==> config.mk <==
export PLATFORM = sky130hd
export DESIGN_NAME = wb_cmd_master
export DESIGN_NICKNAME = d
export VERILOG_FILES = /design/src/rtl/wb_cmd_master.sv
export SDC_FILE = /design/constraint.sdc
export NUM_CORES = 1
export LEC_CHECK = 0
export CAP_MARGIN = 0
export CORE_AREA = 2 2 59 61
export DETAILED_ROUTE_END_ITERATION = 10
export DIE_AREA = 0 0 61 63
export DONT_BUFFER_PORTS = 1
export REMOVE_ABC_BUFFERS = 1
export SYNTH_ARGS = -nofsm -noshare
export SYNTH_HDL_FRONTEND = slang
export SYNTH_SLANG_ARGS = --single-unit
==> constraint.sdc <==
create_clock -name wb_clk_i -period 2.01 [get_ports wb_clk_i]
set_input_delay 0.402 -clock wb_clk_i [delete_from_list [all_inputs] [get_ports wb_clk_i]]
set_output_delay 0.402 -clock wb_clk_i [all_outputs]
set_load 0.1 [all_outputs]
==> src/rtl/wb_cmd_master.sv <==
// Single-outstanding Wishbone initiator: one read/write command in, one classic bus cycle
// with timeout, one response out. Define WB_CMD_MASTER_STATS_EN to add a saturating timeout counter.
module wb_cmd_master #(
  parameter int unsigned TIMEOUT_CYCLES = 15,
  parameter logic [7:0]  ERR_DATA       = 8'hFF
) (
  input  logic       wb_clk_i,
  input  logic       wb_rst_i,
  input  logic       cmd_valid,
  output logic       cmd_ready,
  input  logic       cmd_we,
  input  logic [4:0] cmd_adr,
  input  logic [7:0] cmd_dat,
  output logic       rsp_valid,
  input  logic       rsp_ready,
  output logic [7:0] rsp_dat,
  output logic       rsp_err,
  output logic       wb_cyc_o,
  output logic       wb_stb_o,
  output logic       wb_we_o,
  output logic [4:0] wb_adr_o,
  output logic [7:0] wb_dat_o,
  input  logic [7:0] wb_dat_i,
  input  logic       wb_ack_i
`ifdef WB_CMD_MASTER_STATS_EN
  ,
  output logic [7:0] err_count
`endif
);

  // One-hot so every handshake/bus strobe output is a single state flop.
  typedef enum logic [2:0] {
    S_IDLE = 3'b001,
    S_BUS  = 3'b010,
    S_RSP  = 3'b100
  } state_t;

  localparam logic [7:0] TMO_LAST = 8'(TIMEOUT_CYCLES - 1);

  state_t     state, state_nxt;
  logic       we_q;
  logic [4:0] adr_q;
  logic [7:0] dat_q;
  logic [7:0] rsp_dat_q;
  logic       rsp_err_q;
  logic [7:0] tmo_cnt;
  logic       bus_ack;
  logic       bus_tmo;

  // Ack is only meaningful in BUS; the slave's lingering ack after stb falls lands in RSP.
  assign bus_ack = (state == S_BUS) && wb_ack_i;
  assign bus_tmo = (state == S_BUS) && !wb_ack_i && (tmo_cnt == TMO_LAST);

  // NOTE: sequential state uses non-blocking assignments so every flop samples pre-edge values.
  always_ff @(posedge wb_clk_i or posedge wb_rst_i) begin
    if (wb_rst_i) state <= S_IDLE;
    else          state <= state_nxt;
  end

  // NOTE: default assignment first so no path through the case can infer a latch.
  always_comb begin
    state_nxt = state;
    case (state)
      S_IDLE:  if (cmd_valid) state_nxt = S_BUS;
      S_BUS:   if (bus_ack || bus_tmo) state_nxt = S_RSP;
      S_RSP:   if (rsp_ready) state_nxt = S_IDLE;
      default: state_nxt = S_IDLE;
    endcase
  end

  always_comb begin
    cmd_ready = (state == S_IDLE);
    rsp_valid = (state == S_RSP);
    wb_cyc_o  = (state == S_BUS);
    wb_stb_o  = (state == S_BUS);
    wb_we_o   = we_q;
    wb_adr_o  = adr_q;
    wb_dat_o  = dat_q;
    rsp_dat   = rsp_dat_q;
    rsp_err   = rsp_err_q;
  end

  always_ff @(posedge wb_clk_i or posedge wb_rst_i) begin
    if (wb_rst_i) begin
      we_q      <= 1'b0;
      adr_q     <= '0;
      dat_q     <= '0;
      rsp_dat_q <= '0;
      rsp_err_q <= 1'b0;
      tmo_cnt   <= '0;
    end else begin
      case (state)
        S_IDLE: begin
          if (cmd_valid) begin
            we_q    <= cmd_we;
            adr_q   <= cmd_adr;
            dat_q   <= cmd_dat;
            tmo_cnt <= '0;
          end
        end
        S_BUS: begin
          if (bus_ack) begin
            we_q      <= 1'b0;
            rsp_dat_q <= we_q ? 8'h00 : wb_dat_i;
            rsp_err_q <= 1'b0;
          end else if (bus_tmo) begin
            we_q      <= 1'b0;
            rsp_dat_q <= ERR_DATA;
            rsp_err_q <= 1'b1;
          end else begin
            tmo_cnt <= tmo_cnt + 8'd1;
          end
        end
        default: ;
      endcase
    end
  end

`ifdef WB_CMD_MASTER_STATS_EN
  always_ff @(posedge wb_clk_i or posedge wb_rst_i) begin
    if (wb_rst_i)                          err_count <= '0;
    else if (bus_tmo && err_count != 8'hFF) err_count <= err_count + 8'd1;
  end
`endif

endmodule

; Word level (Yosys, flattened, before mapping)
; Cells that the tools add are included.
[word_totals]
latchBits = 0
rom_bits = 0
inputBits = 27
register_bits = 34
memories = 0
ram_bits = 0
elab_cells = 47
[classes]
bitwise = 0
n_lt_le_gt_ge = 0
addsub = 1
n_div = 0
n_reduce_logical = 12
n_mux = 17
shifts = 0
n_eq_ne = 10
mul = 0
[ops]
columns = cell, n
row1 = two-way mux 8 bit, 6
row2 = case mux 8 bit (2 select lines), 1
row3 = two-way mux 3 bit, 3
row4 = case mux 3 bit (3 select lines), 1
row5 = adder 8 x 1 -> 8 bit (second input constant), 1
row6 = equality test 8 x 4 -> 1 bit (second input constant), 1
row7 = inequality test 2 bit (second input constant), 3
row8 = AND reduction 3 bit, 2
row9 = two-way mux 1 bit, 5
row10 = inequality test 2 x 1 -> 1 bit (second input constant), 2
row11 = AND reduction 2 bit, 2
row12 = AND reduction 4 bit, 1
row13 = nonzero test 2 bit, 2
row14 = equality test 3 x 1 -> 1 bit (second input constant), 1
row15 = equality test 3 x 2 -> 1 bit (second input constant), 1
row16 = equality test 3 bit (second input constant), 1
row17 = logical AND 1 bit, 3
row18 = inequality test 3 x 1 -> 1 bit (second input constant), 1
row19 = case mux 1 bit (2 select lines), 1
row20 = zero test 1 bit, 1
row21 = logical OR 1 bit, 1

; Longest topological paths before layout
; Gate-level depths: netlist of run 1.
[logic_depth]
depth_word = 6
mapped_depth = 7

; Least setup slack after synthesis of run 1
; OpenSTA, ideal clock, no wires.
[synth_timing]
path_type = register -> output
startpoint = reg state[2]
endpoint = out wb_stb_o
setup_slack_ns = -1.872
n_path_buf = 1
arrival_time_ns = 3.480
path_stages_with_launch = 3
required_time_ns = 1.608
cell_sequence = dfrtp_1 nor3b_1 buf_4
[synth_via]
elab_chain_len = 1
[synth_rtl]
columns = element, line_no
row1 = from (decl), 40  ; state_t state, state_nxt;
row2 = from (signal assigned), 57  ; else state <= state_nxt;
row3 = equality test 3 x 2 -> 1 bit, -
row4 = to (decl), 19  ; output logic wb_stb_o,
; No other way between the ends.

; Worst setup path in the final report of run 1
[layout_timing]
startpoint = reg state[0]
endpoint = out cmd_ready
[layout_via]
elab_chain_len = 1
[layout_rtl]
columns = element, line_no
row1 = equality test 3 x 1 -> 1 bit, 72  ; cmd_ready = (state == S_IDLE);
row2 = to (decl), 10  ; output logic cmd_ready,
; No other way between the ends.

==> results of run 1 <==
[registers in the layout, summed over array words and instances, names as in the netlist]
register  flops
wb_we_o       1
rsp_err       1
rsp_dat       8
wb_adr_o      5
tmo_cnt       8
state         3
wb_dat_o      8
[layout make-up]
type                    instances  share of cell area
well taps                      46             0.03014
repair buffers                 31              0.1573
multi-input cells             108              0.3290
clock inverters                 1            0.002621
clock buffers                   7             0.02883
inverters                       3            0.005898
flip-flops and latches         34              0.4463
[worst max path at each step]
stage | end | start | depth (start not counted)
after floorplan | rsp_dat[0] | state[2] | 3
after global placement | cmd_ready | state[0] | 3
after detailed placement | cmd_ready | state[0] | 3
after CTS | cmd_ready | state[0] | 3
after global routing | cmd_ready | state[0] | 3
final | cmd_ready | state[0] | 3
[critical path: cells and delay by family (launching register included)]
| family | cells | cell delay (ns) |
|---|---|---|
| flip-flops | 1 | 0.54 |
| AND/OR/NAND/NOR | 1 | 0.39 |
| buffers and inverters | 2 | 0.29 |
[cell families after synthesis]
logic type | Yosys count | synth area share
muxes | 4 | 0.02718
xor gates and xnor gates | 3 | 0.01730
and+or+nand+nor | 79 | 0.2529
adders and majority gates | 2 | 0.01647
buffers and inverters | 9 | 0.03377
DFF | 34 | 0.5610
AOI/OAI and AO/OA | 20 | 0.09143
[per-layer routing]
layer,track usage,vias up
met5,0,-
li1,-,576
met1,0.1932,542
met2,0.3024,38
met3,0.06211,6
met4,0.08967,0
[cells in the final DEF, fill, tap and decap left out, drive strengths merged, types with 2 or more instances in the layout]
cell type and n:
nand2 45, dfrtp 33, buf 29, nand2b 9
clkbuf 9, a2bb2oi 8, o21ai 8, nor2 6
nand4 5, nand3 3, mux2i 3, xor2 3
inv 3, and2 2, and3 2, nor3b 2
ha 2, o21a 2
[metrics by stage]
step                area (sq um)  utilization  setup WS [ns]  hold slack [ns]  cells
finish                      1909       0.5908        0.06281          0.03449    230
global route                1909       0.5908       0.005900          0.06958    230
CTS                         1907       0.5900        0.01264          0.03500    230
detailed placement          1827       0.5652         0.2116           0.4146    221
global placement            1827       0.5652         0.2409           0.4016    221
floorplan                   1479            -         -3.822           0.4610    145
[what timing repair did]
action,CTS,global route
resized for setup,3,1
endpoints found under the setup margin,1,1
cloned,0,0
hold buffers,0,0
buffers inserted,1,0
==> flow_metrics.tcl, run 1 <==
set metrics [dict create \
    final-max-slew-violation-count 0 \
    clock_path_buffers 2 \
    start_util 0.4700 \
    ys_seq_elements 34 \
    highest_layer "met4" \
    num_rows 21 \
    cts_buffers 5 \
    r2r_slack_ns 0.30 \
    setup_violations 0 \
    async_flop_share 1.000 \
    wl_met1_um 1269 \
    dr_wl_met3_um 180 \
    synth_largest_area_cell "dfrtp_1" \
    skew_ns 0.004781 \
    drive_above_1_share 0.2609 \
    grt_overflow 0 \
    viasPerCell 5.052 \
    startpoint_type "flip-flop" \
    track_usage 0.1797 \
    area_delta_synth_final_pct 25.70 \
    yosys_warnings 0 \
    grt_pass1_wl_um 4968 \
    worstSetupPathType "flip-flop to output port" \
    io_buffer_count 0 \
    final_hold_viol_count 0 \
    crit_path_end_kind "output port" \
    worstMarginPinSlew_ns 0.4853 \
    dp_hpwl_um 2275 \
    tns_ns 0 \
    clock_latency_ns 0.33 \
    finalWirelength_um 3100 \
    first_pass_iters 4 \
    run_status "completed" \
    clock-root-buffer "clkbuf_4" \
    synth_top_flop_cell "dfrtp_1" \
    drt-initial-drc-count 31 \
    dieArea_sq_mm 0.003843 \
    synth_cells 151 \
    path_cells "or3b_4, inv_2, buf_12" \
    dr_wl_met2_um 1583 \
    period_needed_ns 1.947 \
    max_stage_delay_ns 0.54 \
    die_height_um 63 \
    r2r_end "rsp_dat[3]" \
    yosysMostFrequentCell "nand2_1" \
    multi_input_area_sq_um 628.1 \
    fmax_ghz 0.5136 \
    synth-edff-count 0 \
    grt_max_degree 35 \
    drc 0 \
    critPathRequiredTime_ns 1.61 \
    n_fill_cell 292 \
    clk_pin_slew_ns 0.10 \
    yosysSeqAreaShare 0.5610 \
    hp-class "input pin to async pin" \
    ioPinCount 54 \
    synth_top_area_frac 0.5437 \
    seq_area_sq_um 852.1 \
    yosys-top-cells-area "dfrtp_1 54%, nand2_1 11%, a2bb2oi_1 4.6%, nand2b_1 3.7%, o21ai_0 2.3%" \
    ant_nets 0 \
    routedWlPerCell_um 13.48 \
    fp.dieW_um 61 \
    reg2regPathDepth 4 \
    ctsHtreeMaxLevel 2 \
    antenna_found_initial 0 \
    syn_area_sq_mm 0.001519 \
    grt_setup_unrepaired "false" \
    clkSinkCount 34 \
    synth_common_cells "44 x nand2_1, 33 x dfrtp_1, 9 x nand2b_1" \
    min_period_over_period 0.9688 \
    crit_arrival_ns 1.55 \
    grt_pass1_vias 1174 \
    cts_tree "yes" \
    max_slew_margin 0.6756 \
    syn_area_per_cell_sq_um 10.06 \
    antennaDiodeCount 0 \
    crit_fanout 3 \
    vias 1162 \
    crit_slowest_cell "dfstp_2" \
    core_area_sq_mm 0.003232 \
    place_congestion 0.6913 \
    synth_cell_types 33 \
    layout.nets 212 \
    rr_startpoint "tmo_cnt[5]" \
    maxCapViolCount 0 \
]
Power of run 1 is not shown: default switching activity piles up to over one toggle a cycle in this logic, so the estimate is an artifact.
==> run 2: changes to the inputs <==
--- a/config.mk
+++ b/config.mk
@@ -6,9 +6,9 @@
 export NUM_CORES = 1
 export LEC_CHECK = 0
 export CAP_MARGIN = 0
-export CORE_AREA = 2 2 59 61
+export CORE_AREA = 2 2 81 44
 export DETAILED_ROUTE_END_ITERATION = 10
-export DIE_AREA = 0 0 61 63
+export DIE_AREA = 0 0 83 46
 export DONT_BUFFER_PORTS = 1
 export REMOVE_ABC_BUFFERS = 1
 export SYNTH_ARGS = -nofsm -noshare
==> run 2 against run 1 <==
  * Register-to-register slack barely moved
  * Wire length rose by 0.16%
  * Cell count fell by 1.7%
==> flow_metrics.tcl, run 2 (synthesis results as in run 1) <==
set metrics [dict create \
    run_status "completed" \
    grt_setup_unrepaired "false" \
    cpLargestDelayFamily "flip-flops" \
    ctsHtreeMaxLevel 2 \
    area_delta_synth_final_pct 26.94 \
    n_fill_cell 275 \
    setup_violations 0 \
    critPathRequiredTime_ns 1.61 \
    grt_overflow 0 \
    layout.nets 212 \
    first_pass_iters 4 \
    ioPinCount 54 \
    viasPerCell 5.040 \
    fmax_ghz 0.5196 \
    io_buffer_count 0 \
    grt_pass1_wl_um 5064 \
    drt-initial-drc-count 46 \
    drc 0 \
    maxCapViolCount 0 \
    dieArea_sq_mm 0.003818 \
    crit_slowest_cell "dfstp_2" \
    final_hold_viol_count 0 \
    min_period_over_period 0.9575 \
    clkSinkCount 34 \
    final_util 0.6008 \
    num_rows 15 \
    crit_fanout 3 \
    cts_tree "yes" \
    clock_path_buffers 2 \
    most-common-layout-cells "44 x nand2_1, 33 x dfrtp_1, 27 x buf_4" \
    clk_pin_slew_ns 0.06 \
    antenna_found_initial 0 \
    fp.dieW_um 83 \
    final_common_cell "nand2_1" \
    dp_hpwl_um 2310 \
    drive_above_1_share 0.2554 \
    max_slew_margin 0.6779 \
    worstSetupPathType "flip-flop to output port" \
    ant_nets 0 \
    dp_cells 217 \
    cts_buffers 5 \
    clock_latency_ns 0.29 \
    period_needed_ns 1.925 \
    fin_cells 226 \
    max_stage_delay_ns 0.53 \
    die_height_um 46 \
    finalWirelength_um 3105 \
    track_usage 0.1800 \
    worstMarginPinSlew_ns 0.4819 \
    hold_buffers 0 \
    vias 1139 \
    crit_path_end_kind "output port" \
    critPathBufInv 2 \
    antennaDiodeCount 0 \
    path_cells "or3b_1, inv_2, buf_8" \
    core_area_sq_mm 0.003209 \
    grt_max_degree 35 \
    routedWlPerCell_um 13.74 \
    clock-root-buffer "clkbuf_8" \
    final-max-slew-violation-count 0 \
    skew_ns 0.002133 \
    grt_pass1_vias 1035 \
    place_congestion 0.7938 \
    hp-class "input pin to async pin" \
    start_util 0.4733 \
    startpoint_type "flip-flop" \
    crit_arrival_ns 1.52 \
]
## run 2: metal layers
layer	vias up	part of all wire	track usage
met1	530	0.51	0.2465
met2	28	0.40	0.2419
met3	7	0.072	0.07609
li1	574	-	-
met5	-	0	0
met4	0	0.020	0.09836
## run 2: timing repair
action	4_1_cts	5_1_grt
setup buffers	1	0
resized for setup	2	0
setup endpoints to repair	1	0
endpoints found under the hold margin	0	0
## run 2: area by class of cell
type	count	area [sq um]	share of cell area
multi-input combinational	108	625.6	0.3245
timing repair buffer	31	295.3	0.1531
clock buffer	7	86.33	0.04478
sequential	34	852.1	0.4419
tap	42	52.55	0.02726
clock inverter	1	5.005	0.002596
inverter	3	11.26	0.005840
## run 2: path summary, 6_finish.rpt
kind / from / to / slack [ns] / depth (start not counted)
min in group wb_clk_i: cmd_dat[7] / wb_dat_o[7] / 0.22 / 2
max in group asynchronous: wb_rst_i / state[0] / 1.60 / 2
worst max-delay path: state[0] / cmd_ready / 0.09 / 3
worst min register to register: wb_adr_o[0] / wb_adr_o[0] / 0.49 / 2
worst max register to register: state[0] / tmo_cnt[3] / 0.30 / 5
worst min-delay path: wb_rst_i / wb_dat_o[7] / 0.09 / 2
## run 2: metrics by stage
step / cell area, sq um / hold WS, ns / worst slack (ns) / setup TNS, ns
CTS: 1928 / 0.09771 / 0.08248 / 0
floorplan: 1479 / 0.4610 / -3.822 / -45.55
global route: 1928 / 0.1197 / 0.03563 / 0
global placement: 1822 / 0.4074 / 0.2447 / 0
finish: 1928 / 0.08961 / 0.08540 / 0
detailed placement: 1822 / 0.4093 / 0.2113 / 0
Power of run 2 is left out for the same reason.
